--- src/rtl/sound_send4.sv ---
// Serial byte transmitter for the sound path: reads a block from the sample
// buffer and sends each byte as a start/8 data/stop frame on Tx.
module sound_send4 #(
    parameter int length    = 48,
    parameter int stop_bits = 1,
    parameter int wrap_at   = 2000
) (
    input  logic        clock,
    input  logic        reset,
    input  logic        start,
    input  logic [10:0] start_addr,
    input  logic [10:0] count,
    output logic [10:0] rdaddress,
    input  logic [7:0]  q,
    output logic        Tx,
    output logic        busy,
    output logic        done
);

    typedef enum logic [2:0] {
        IDLE,
        FETCH,
        LOAD,
        START_BIT,
        DATA,
        STOP
    } state_t;

    state_t      state, state_next;
    logic [5:0]  bit_cnt;
    logic [2:0]  bit_idx;
    logic        stop_idx;
    logic [10:0] remaining;
    logic [7:0]  shift;
    logic        bit_end;
    logic        last_stop;

    assign bit_end   = (bit_cnt == 6'(length));
    assign last_stop = (stop_idx == 1'(stop_bits - 1));

    always_ff @(posedge clock) begin
        if (reset) state <= IDLE;
        else       state <= state_next;
    end

    always_comb begin
        state_next = state;
        unique case (state)
            IDLE:      if (start && count != 11'd0) state_next = FETCH;
            FETCH:     state_next = LOAD;
            LOAD:      state_next = START_BIT;
            START_BIT: if (bit_end) state_next = DATA;
            DATA:      if (bit_end && bit_idx == 3'd7) state_next = STOP;
            STOP:
                if (bit_end && last_stop)
                    state_next = (remaining == 11'd1) ? IDLE : FETCH;
            default:   state_next = IDLE;
        endcase
    end

    always_ff @(posedge clock) begin
        if (reset) begin
            rdaddress <= '0;
            remaining <= '0;
            shift     <= '0;
            bit_cnt   <= '0;
            bit_idx   <= '0;
            stop_idx  <= 1'b0;
            Tx        <= 1'b1;
            busy      <= 1'b0;
            done      <= 1'b0;
        end else begin
            done <= 1'b0;
            unique case (state)
                IDLE: begin
                    Tx <= 1'b1;
                    if (start) begin
                        if (count != 11'd0) begin
                            rdaddress <= start_addr;
                            remaining <= count;
                            busy      <= 1'b1;
                        end else begin
                            done <= 1'b1;
                        end
                    end
                end
                FETCH: ;
                LOAD: begin
                    shift     <= q;
                    rdaddress <= (rdaddress == 11'(wrap_at - 1)) ? 11'd0
                                 : rdaddress + 11'd1;
                    bit_cnt   <= '0;
                    Tx        <= 1'b0;
                end
                START_BIT: begin
                    bit_cnt <= bit_end ? 6'd0 : bit_cnt + 6'd1;
                    if (bit_end) begin
                        bit_idx <= 3'd0;
                        Tx      <= shift[0];
                    end
                end
                DATA: begin
                    bit_cnt <= bit_end ? 6'd0 : bit_cnt + 6'd1;
                    if (bit_end) begin
                        if (bit_idx == 3'd7) begin
                            Tx       <= 1'b1;
                            stop_idx <= 1'b0;
                        end else begin
                            bit_idx <= bit_idx + 3'd1;
                            Tx      <= shift[bit_idx + 3'd1];
                        end
                    end
                end
                STOP: begin
                    bit_cnt <= bit_end ? 6'd0 : bit_cnt + 6'd1;
                    if (bit_end) begin
                        stop_idx <= ~stop_idx;
                        // the byte is only retired once all stop periods are out
                        if (last_stop) begin
                            remaining <= remaining - 11'd1;
                            if (remaining == 11'd1) begin
                                done <= 1'b1;
                                busy <= 1'b0;
                            end
                        end
                    end
                end
                default: Tx <= 1'b1;
            endcase
        end
    end

endmodule

--- config.mk ---
export PLATFORM = sky130hd
export DESIGN_NAME = sound_send4
export DESIGN_NICKNAME = d
export VERILOG_FILES = /design/src/rtl/sound_send4.sv
export SDC_FILE = /design/constraint.sdc
export NUM_CORES = 1
export LEC_CHECK = 0
export CORE_UTILIZATION = 35
export CTS_BUF_LIST = sky130_fd_sc_hd__clkbuf_8
export DETAILED_ROUTE_END_ITERATION = 7
export GPL_TIMING_DRIVEN = 0
export PLACE_DENSITY_LB_ADDON = 0.3
export SLEW_MARGIN = 20
export SYNTH_ARGS = -nofsm -noshare
export SYNTH_HDL_FRONTEND = slang
export SYNTH_SLANG_ARGS = --single-unit
export TNS_END_PERCENT = 50
--- constraint.sdc ---
create_clock -name clock -period 5.5 [get_ports clock]
set_input_delay 0.55 -clock clock [delete_from_list [all_inputs] [get_ports clock]]
set_output_delay 0.55 -clock clock [all_outputs]
set_load 0.1 [all_outputs]
==> run summary <==
Final wirelength: 7750 microns
CP max FO: 9
Antenna violations before repair: 0
CTS tree: done
Row cnt: 32
Critical Path RT: 4.95 ns
Tcrit/Tclk final: 46.5%
Die X: 92.6 microns
CTS Sinks: 46
Vias in the first global route: 2810
All-layer global routing usage: 19.0%
Leak Pwr: 1.23 nW
Post-DP HPWL: 5650 microns
Comb power frac: 39.2%
WP data arrival: 2.01 ns
H-tree depth: 2
Pre-CTS setup slack: 2.77 ns
Crit Path Category: flop to primary output
Slowest cell on crit path: clkdlybuf4s50_1
Top achievable clock speed: 0.391 GHz
Sw frac: 41.0%
Chip height: 92.6 microns
DRT Pass-1 Iters: 5
Internal power: 609 uW
Sequential fraction of the synthesis area: 32.1%
Pwr/cell area: 291 mW/mm^2
Skew final: 0.00796 ns
Core area: 0.00785 sq mm
Area leader, netlist: dfxtp_1
Post-synth EDFFs: 0
Shortest period the worst path allows: 2.56 ns
Post-Synth XOR/XNOR Area: 0.305%
Number of remaining DRC errors: 0
Max_cap viols: 0
CP top delay family: buffers and inverters
Hold_buf cts: 0
Seq pwr share: 39.1%
Synth unique cells: 64
Setup bufs post-CTS: 0
Post-synthesis simple-gate area fraction: 26.3%
Worst-Skew Late Latency: 0.31 ns
CP Launch Type: flop
Cts repair resizes: 0
Clock transition at the registers of the reported paths: 0.09 ns
Primary FF master, synth: dfxtp_1
Power share of the clock group: 21.7%
Post-Syn Instances: 348
Nets@finish: 440
DRC marker count from the first detailed-route iteration: 171
Syn. warnings: 0
First-pass GRT wire length: 13100 microns
Min-delay worst type: flop to flop
Hold WS: 0.462 ns
Hold Vio Cnt, Final: 0
Largest family of logic cells by synthesized area: compound AO/OA/AOI/OAI gates
CP Capture Type: primary output
Asr flop ratio synth: 0%
I/O Buffers: 45
Syn_nets: 388
Relative slew margins: 33.8%
Area contributors post-synth: dfxtp_1, nand2_1, a21oi_1
Number of routed nets with antenna violations: 0
Antenna cells: 0
RSZ-0062 raised after global routing: false
Vias post-DR: 2898
Synth-to-layout area growth: 23.5%
Max incr delay on CP: 1.19 ns
CTS Buffer Depth: 2
Die ar.: 0.00857 sq mm
Total Power: 1.03 mW
Synthesized area per cell: 8.25 sq um
GRT Residual Overflow: 0
Root Buffer: clkbuf_8
Maximum vdd drop: 0.170 mV
Largest net degree at the start of global routing: 15
CP bufs+invs: 1
Vias per std cell: 5.76
Measured slew at the worst slew-check pin: 0.985 ns
Gpl congestion: 0.907
Area fraction in compound gates after synthesis: 30.7%
Post-synthesis mux area share: 2.27%
Setup TNS: 0 ns
Final setup viols: 0
Max-slew violations: 0
TritonCTS Buffers: 5
Mapped cell area: 0.00287 sq mm
Status: finished, final reports clean
Share of cells above drive strength 1: 9.98%
Setup slack after layout: 2.94 ns
Share of the synthesized area in the top cell type: 32.1%
CP cell instances: clkdlybuf4s50_1
Routed len/inst: 15.4 microns
Initial Utilization: 36.6%
Post-synthesis register bit count: 46
NetSw: 423 uW
IO Count: 47
Adder-cell share of the synthesized area: 3.05%
-- cells in the mapped netlist (7+ instances only) --
library cell	number
o32ai_2	9
a22o_1	12
nor3_1	10
clkbuf_1	14
o22ai_1	10
dfxtp_1	46
nand2_1	51
nor2_1	20
inv_1	11
a22oi_1	9
a21oi_1	34
ha_1	7
nand3_1	7
-- kinds of logic (layout without fill, tap and decap cells) --
family,Yosys count,in the layout
multiplexers,4,4
flip-flops,46,46
AND/OR/NAND/NOR,141,141
AO/OA/AOI/OAI,115,115
adder cells (fa/ha/maj),7,7
buffers and inverters,34,87
XOR/XNOR,1,1
-- power groups by stage --
stage	sequential (mW)	clock (mW)	combinational, mW
global route	0.410	0.243	0.432
floorplan	0.509	0	0.192
finish	0.404	0.224	0.404
CTS	0.403	0.229	0.402
detailed placement	0.410	0	0.401
global placement	0.410	0	0.396
-- placed cells by master (no fill, tap or decap), drive strengths merged, types with 6 or more instances in the layout --
master         count
a21oi             34
a22o              12
a22oi              9
buf                8
clkbuf            21
clkdlybuf4s50     45
dfxtp             46
ha                 7
inv               13
nand2             51
nand2b             7
nand3              7
nor2              20
nor3              10
nor4               6
o21ai              6
o22ai             10
o32ai             12
-- layer usage --
metal,wire length (microns),GRT usage (%),up-vias,share of wire [%]
met5,0,0,-,0
met4,116,6.51,0,1.5
met3,545,3.86,13,7.0
met2,3540,30.6,113,46
met1,3540,25.2,1348,46
li1,-,-,1424,-
-- registers in the layout, summed over array words and instances, names as in the netlist --
| signal | count |
|---|---|
| state | 3 |
| bit_cnt | 6 |
| shift | 8 |
| rdaddress | 11 |
| busy | 1 |
| remaining | 11 |
| done | 1 |
| stop_idx | 1 |
| Tx | 1 |
| bit_idx | 3 |
-- worst min-delay path, delay by kind of cell (launching register included) --
| family | cells | cell delay, ns |
|---|---|---|
| flops | 1 | 0.32 |
| simple gates | 1 | 0.05 |
| compound gates | 1 | 0.05 |
-- through the flow --
step	util, %	instance area [sq um]	cells
final	45.2	3540	503
after global routing	45.2	3540	503
after CTS	45.2	3540	503
after detailed placement	43.9	3450	495
after global placement	43.9	3450	495
after floorplan	-	2870	348
-- layout make-up --
type	count	area, sq um
fill	811	4300
multi-input combinational	268	1800
clock inverter	2	12.5
inverter	11	41.3
tap	102	128
sequential	46	921
clock buffer	6	82.6
timing repair buffer	45	450
buffer	23	110
-- final timing paths --
kind | start | to | slack [ns] | depth (start not counted)
worst min register to register | shift[2] | shift[2] | 0.46 | 2
worst max register to register | bit_idx[0] | Tx | 3.23 | 6
worst max-delay path | rdaddress[4] | rdaddress[4] | 2.94 | 1
worst min-delay path | shift[2] | shift[2] | 0.46 | 2
Note: power is estimated with default switching activity, not from simulation.
